**config.mk**
```make
export PLATFORM = sky130hd
export DESIGN_NAME = id_ex_pipe_reg
export DESIGN_NICKNAME = d
export VERILOG_FILES = /design/src/rtl/id_ex_pipe_reg.sv
export SDC_FILE = /design/constraint.sdc
export NUM_CORES = 1
export LEC_CHECK = 0
export BUFFER_PORTS_ARGS = -buffer_cell sky130_fd_sc_hd__buf_2
export CAP_MARGIN = 20
export CORE_AREA = 2 2 150 152
export DETAILED_ROUTE_END_ITERATION = 12
export DIE_AREA = 0 0 152 154
export PLACE_DENSITY = 0.66
export SLEW_MARGIN = 20
export SYNTH_ARGS = -nofsm -noshare
export SYNTH_HDL_FRONTEND = slang
export SYNTH_SLANG_ARGS = --single-unit
```
**constraint.sdc**
```tcl
create_clock -name clk -period 1.02 [get_ports clk]
set_clock_uncertainty 0.2 [all_clocks]
set_input_delay 0 -clock clk [delete_from_list [all_inputs] [get_ports clk]]
set_output_delay 0 -clock clk [all_outputs]
set_load 0.01 [all_outputs]
```
**src/rtl/id_ex_pipe_reg.sv**
```systemverilog
// Decode->Execute pipeline register: captures control word, ALU control and ID operands.
// Latency: exactly 1 cycle from D inputs to E outputs.
// Backpressure: StallE holds every E output; FlushE loads a bubble and takes priority over StallE.
//
// Ports:
//   clk, reset_n              rising-edge clock, asynchronous active-low reset (all outputs 0)
//   StallE, FlushE            hazard-unit controls
//   ValidD / ValidE           slot carries a real instruction (distinguishes bubbles from NOPs)
//   *D inputs -> *E outputs   control, ALU control, funct3, operands, PCs, immediate, reg indices
// Optional build macro IDEX_PERF_CNT_EN adds saturating BubbleCntE / StallCntE counters of width CNT_W.
module id_ex_pipe_reg #(
    parameter int XLEN      = 32,
    parameter int ALUCTRL_W = 4
`ifdef IDEX_PERF_CNT_EN
    ,
    parameter int CNT_W     = 16
`endif
) (
    input  logic                 clk,
    input  logic                 reset_n,
    input  logic                 StallE,
    input  logic                 FlushE,
    input  logic                 ValidD,
    input  logic                 RegWriteD,
    input  logic [2:0]           ResultSrcD,
    input  logic                 MemWriteD,
    input  logic                 BranchD,
    input  logic                 JumpD,
    input  logic                 ALUSrcD,
    input  logic                 PCResultSrcD,
    input  logic [ALUCTRL_W-1:0] ALUControlD,
    input  logic [2:0]           funct3D,
    input  logic [XLEN-1:0]      RD1D,
    input  logic [XLEN-1:0]      RD2D,
    input  logic [XLEN-1:0]      PCD,
    input  logic [XLEN-1:0]      PCPlus4D,
    input  logic [XLEN-1:0]      ImmExtD,
    input  logic [4:0]           Rs1D,
    input  logic [4:0]           Rs2D,
    input  logic [4:0]           RdD,
    output logic                 ValidE,
    output logic                 RegWriteE,
    output logic [2:0]           ResultSrcE,
    output logic                 MemWriteE,
    output logic                 BranchE,
    output logic                 JumpE,
    output logic                 ALUSrcE,
    output logic                 PCResultSrcE,
    output logic [ALUCTRL_W-1:0] ALUControlE,
    output logic [2:0]           funct3E,
    output logic [XLEN-1:0]      RD1E,
    output logic [XLEN-1:0]      RD2E,
    output logic [XLEN-1:0]      PCE,
    output logic [XLEN-1:0]      PCPlus4E,
    output logic [XLEN-1:0]      ImmExtE,
    output logic [4:0]           Rs1E,
    output logic [4:0]           Rs2E,
    output logic [4:0]           RdE
`ifdef IDEX_PERF_CNT_EN
    ,
    output logic [CNT_W-1:0]     BubbleCntE,
    output logic [CNT_W-1:0]     StallCntE
`endif
);

    typedef struct packed {
        logic                 valid;
        logic                 reg_write;
        logic [2:0]           result_src;
        logic                 mem_write;
        logic                 branch;
        logic                 jump;
        logic                 alu_src;
        logic                 pc_result_src;
        logic [ALUCTRL_W-1:0] alu_ctrl;
        logic [2:0]           funct3;
        logic [XLEN-1:0]      rd1;
        logic [XLEN-1:0]      rd2;
        logic [XLEN-1:0]      pc;
        logic [XLEN-1:0]      pc_plus4;
        logic [XLEN-1:0]      imm_ext;
        logic [4:0]           rs1;
        logic [4:0]           rs2;
        logic [4:0]           rd;
    } ex_word_t;

    ex_word_t d_word;
    ex_word_t e_word;

    // Architectural side effects (register write, store, branch, jump) are
    // squashed for an invalid slot so it can never commit downstream. Other
    // fields, including decoder don't-cares, pass through untouched.
    always_comb begin
        d_word               = '0;
        d_word.valid         = ValidD;
        d_word.reg_write     = RegWriteD & ValidD;
        d_word.result_src    = ResultSrcD;
        d_word.mem_write     = MemWriteD & ValidD;
        d_word.branch        = BranchD & ValidD;
        d_word.jump          = JumpD & ValidD;
        d_word.alu_src       = ALUSrcD;
        d_word.pc_result_src = PCResultSrcD;
        d_word.alu_ctrl      = ALUControlD;
        d_word.funct3        = funct3D;
        d_word.rd1           = RD1D;
        d_word.rd2           = RD2D;
        d_word.pc            = PCD;
        d_word.pc_plus4      = PCPlus4D;
        d_word.imm_ext       = ImmExtD;
        d_word.rs1           = Rs1D;
        d_word.rs2           = Rs2D;
        d_word.rd            = RdD;
    end

    // Flush beats stall: a bubble is inserted even while the stage is held.
    always_ff @(posedge clk or negedge reset_n) begin
        if (!reset_n) begin
            e_word <= '0;
        end else if (FlushE) begin
            e_word <= '0;
        end else if (!StallE) begin
            e_word <= d_word;
        end
    end

    assign ValidE       = e_word.valid;
    assign RegWriteE    = e_word.reg_write;
    assign ResultSrcE   = e_word.result_src;
    assign MemWriteE    = e_word.mem_write;
    assign BranchE      = e_word.branch;
    assign JumpE        = e_word.jump;
    assign ALUSrcE      = e_word.alu_src;
    assign PCResultSrcE = e_word.pc_result_src;
    assign ALUControlE  = e_word.alu_ctrl;
    assign funct3E      = e_word.funct3;
    assign RD1E         = e_word.rd1;
    assign RD2E         = e_word.rd2;
    assign PCE          = e_word.pc;
    assign PCPlus4E     = e_word.pc_plus4;
    assign ImmExtE      = e_word.imm_ext;
    assign Rs1E         = e_word.rs1;
    assign Rs2E         = e_word.rs2;
    assign RdE          = e_word.rd;

`ifdef IDEX_PERF_CNT_EN
    // Saturating counters: a stall edge that is overridden by a flush counts
    // only as a bubble.
    logic [CNT_W-1:0] bubble_cnt;
    logic [CNT_W-1:0] stall_cnt;

    always_ff @(posedge clk or negedge reset_n) begin
        if (!reset_n) begin
            bubble_cnt <= '0;
            stall_cnt  <= '0;
        end else begin
            if (FlushE && (bubble_cnt != '1)) begin
                bubble_cnt <= bubble_cnt + 1'b1;
            end
            if (StallE && !FlushE && (stall_cnt != '1)) begin
                stall_cnt <= stall_cnt + 1'b1;
            end
        end
    end

    assign BubbleCntE = bubble_cnt;
    assign StallCntE  = stall_cnt;
`endif

endmodule

```
==> flow_metrics.py <==
metrics = {
    "status": {
        "status": "finished, violations left",
        "violations": "negative hold slack, negative setup slack",
    },
    "synth": {
        "synth_compound_area_share_pct": 0.256,
        "synth_area_sq_um": 7810,
        "synth_top_family_by_area": "multiplexers",
        "synth-seq-cells": 192,
        "yosys.area_share.xor_xnor_pct": 0,
        "synth_mux_area_share_pct": 24.1,
        "syn_avg_cell_area_sq_um": 12.5,
        "postSynthCellCount": 623,
        "synth.yosys.warnings": 0,
        "ys_seq_area_share_pct": 61.5,
        "synth_fp_nets": 819,
        "synthDistinctLibCells": 11,
        "synthSimpleGateAreaFrac_pct": 9.62,
        "yosys.area_share.adder_pct": 0,
    },
    "finish": {
        "postLayoutCoreUtil_pct": 65.6,
        "syn_to_final_growth_pct": 82.1,
        "final_layout_size_suffix_gt1_share_pct": 42.7,
        "nFillCells": 1472,
        "diodes": 0,
        "multi_input_area_sq_um": 2720,
        "layout.nets": 1515,
        "register_area_sq_um": 4810,
    },
    "power": {
        "irDropWorstVdd_mv": 1.12,
        "leakagePower_nw": 7.72,
        "cellPowerDensity_nw_per_um2": 1320,
    },
    "timing": {
        "rsz0062_at_grt": "yes",
        "finalSetupViolCount": 252,
        "max_freq_mhz": 829,
        "worst_slew_margin_rel_pct": 79.7,
        "finalHoldViolCount": 27,
        "min_period_ns": 1.21,
        "fin_tns_setup_ns": -26.78,
        "min_period_over_period_pct": 118,
        "slew_violations": 0,
        "worst_slack_ns": -0.186,
        "hold_slack_ns": -0.187,
        "worst_slew_pin_slew_ns": 0.305,
    },
    "worst_setup_path": {
        "critPathRequiredTime_ns": 0.82,
        "critPathCaptureType": "output port",
        "worstPathArrival_ns": 1.01,
        "path_buf_inv": 1,
        "worst-path-max-fanout": 2,
        "max_stage_delay_ns": 0.43,
        "startpoint_type": "flop",
        "criticalPathCategory": "reg2out",
        "crit_family": "flip-flops",
        "cpMaxStageDelayCell": "dfrtp_1",
        "crit_chain": "buf_2",
    },
    "grt": {
        "antenna_found_initial": 0,
        "grtUsageTotal_pct": 21.7,
        "grt_max_degree": 51,
        "gr-total-overflow": 0,
        "grt_pass1_vias": 7932,
        "grt_pass1_wl_mm": 40.9,
    },
    "placement": {
        "place.gp.congestion": 0.821,
        "hpwl_mm": 15.8,
        "port_buffers": 387,
    },
    "route": {
        "first_pass_iters": 5,
        "drc": 0,
        "via_per_inst": 4.71,
        "wl_per_cell_um": 17.7,
        "drtIter0Drc": 433,
        "num_vias": 7600,
        "postRouteAntennaNets": 0,
        "wl_mm": 28.6,
    },
    "clock_tree": {
        "clk_latency_ns": 0.42,
        "clockRootBuffer": "clkbuf_16",
        "cts_tree": "built",
        "numCtsBuffers": 17,
        "clkTransAtPathRegs_ns": 0.08,
        "numClockSinks": 192,
        "clockBufferDepth": 2,
        "cts.htree.levels": 4,
        "cts_hold_buf": 194,
    },
    "run": {
        "cap_violations": 0,
    },
    "die": {
        "die_area_sq_um": 23400,
        "core_region_area_sq_um": 21700,
        "fp.dieH_um": 154,
        "initial_utilization_pct": 36.0,
        "io_pins": 388,
        "die_x_um": 152,
        "rows": 54,
    },
    "worst_hold_path": {
        "hold_path.class": "in2async",
    },
}
==> cells by family (layout without fill, tap and decap cells) <==
| group | after synthesis | after routing |
|---|---|---|
| AOI/OAI and AO/OA | 4 | 4 |
| muxes | 188 | 188 |
| DFF | 192 | 192 |
| buffers and inverters | 43 | 752 |
| and+or+nand+nor | 196 | 196 |
==> cell usage in the layout, fill, tap and decap left out <==
| master | count |
|---|---|
| a21oi_1 | 4 |
| buf_12 | 12 |
| buf_16 | 2 |
| buf_2 | 304 |
| buf_4 | 92 |
| buf_6 | 112 |
| buf_8 | 2 |
| bufinv_16 | 1 |
| clkbuf_1 | 3 |
| clkbuf_16 | 18 |
| clkbuf_8 | 1 |
| clkinv_4 | 1 |
| clkinvlp_4 | 6 |
| dfrtp_1 | 191 |
| dfrtp_2 | 1 |
| dlygate4sd3_1 | 194 |
| inv_8 | 4 |
| mux2i_1 | 176 |
| mux2i_2 | 10 |
| mux2i_4 | 2 |
| nand2_1 | 4 |
| nand3b_1 | 4 |
| nor2_1 | 187 |
| nor2_2 | 1 |
==> area by class of cell <==
cell class | count | area share, %
tap | 280 | 2.46
clock buffer | 20 | 3.07
multi-input combinational | 388 | 19.1
sequential | 192 | 33.8
clock inverter | 12 | 0.906
timing repair buffer | 720 | 40.6
==> synthesized netlist by cell type <==
master,count,area share [%]
clkbuf_1,17,0.82
mux2i_1,188,24
buf_2,4,0.26
nand2_1,4,0.19
nand3b_1,4,0.38
buf_6,5,0.72
buf_8,11,2.1
nor2_1,188,9.0
buf_4,6,0.58
a21oi_1,4,0.26
dfrtp_1,192,62
==> per-stage QoR <==
stage / cell area [sq um] / total power [W] / hold WS (ns) / cells / worst slack (ns)
global route: 14200 / 0.0195 / -0.192 / 1612 / -0.213
global placement: 10200 / 0.0108 / -0.310 / 1282 / -0.0790
CTS: 13300 / 0.0183 / -0.205 / 1553 / -0.192
finish: 14200 / 0.0187 / -0.187 / 1612 / -0.186
floorplan: 7810 / 0.00958 / -0.496 / 623 / 0.0173
detailed placement: 10200 / 0.0109 / -0.307 / 1282 / -0.135
==> timing repair <==
action	4_1_cts	5_1_grt
pin swaps	0	33
gates cloned	0	1
buffers inserted	46	66
endpoints found under the hold margin	384	26
endpoints found under the setup margin	192	268
gates resized for setup	46	91
==> flip-flops by register name, summed over array words and instances (netlist names), 3 cells and up <==
name and flops:
Rs1E 5, PCE 32, ImmExtE 32, Rs2E 5
ALUControlE 4, funct3E 3, RdE 5, ResultSrcE 3
RD1E 32, PCPlus4E 32, RD2E 32
==> report_power, final <==
group | internal [W] | switching, W | total, W | leakage, nW
sequential | 0.00803 | 0.000307 | 0.00834 | 2.55
clock | 0.00345 | 0.00314 | 0.00659 | 0.256
combinational | 0.00218 | 0.00163 | 0.00381 | 4.91
total | 0.0137 | 0.00508 | 0.0187 | 7.72
==> routing by layer <==
| metal | up-vias | track usage, % | part of all wire, % |
|---|---|---|---|
| li1 | 3458 | - | - |
| met1 | 3702 | 24.5 | 37 |
| met2 | 365 | 39.1 | 53 |
| met3 | 75 | 5.69 | 6.5 |
| met4 | 0 | 8.68 | 3.7 |
| met5 | - | 0 | 0 |
==> final timing paths <==
kind	from	to	slack, ns	cells past startpoint
setup / recovery	Rs2E[4]	Rs2E[4]	-0.19	1
setup reg to reg	PCPlus4E[2]	PCPlus4E[2]	-0.10	4
min in group clk	StallE	PCPlus4E[11]	-0.16	3
hold reg to reg	RD2E[24]	RD2E[24]	0.33	2
hold / removal	reset_n	RD1E[31]	-0.19	2
max in group asynchronous	reset_n	ImmExtE[31]	0.22	3
(Power assumes the default switching activity.)
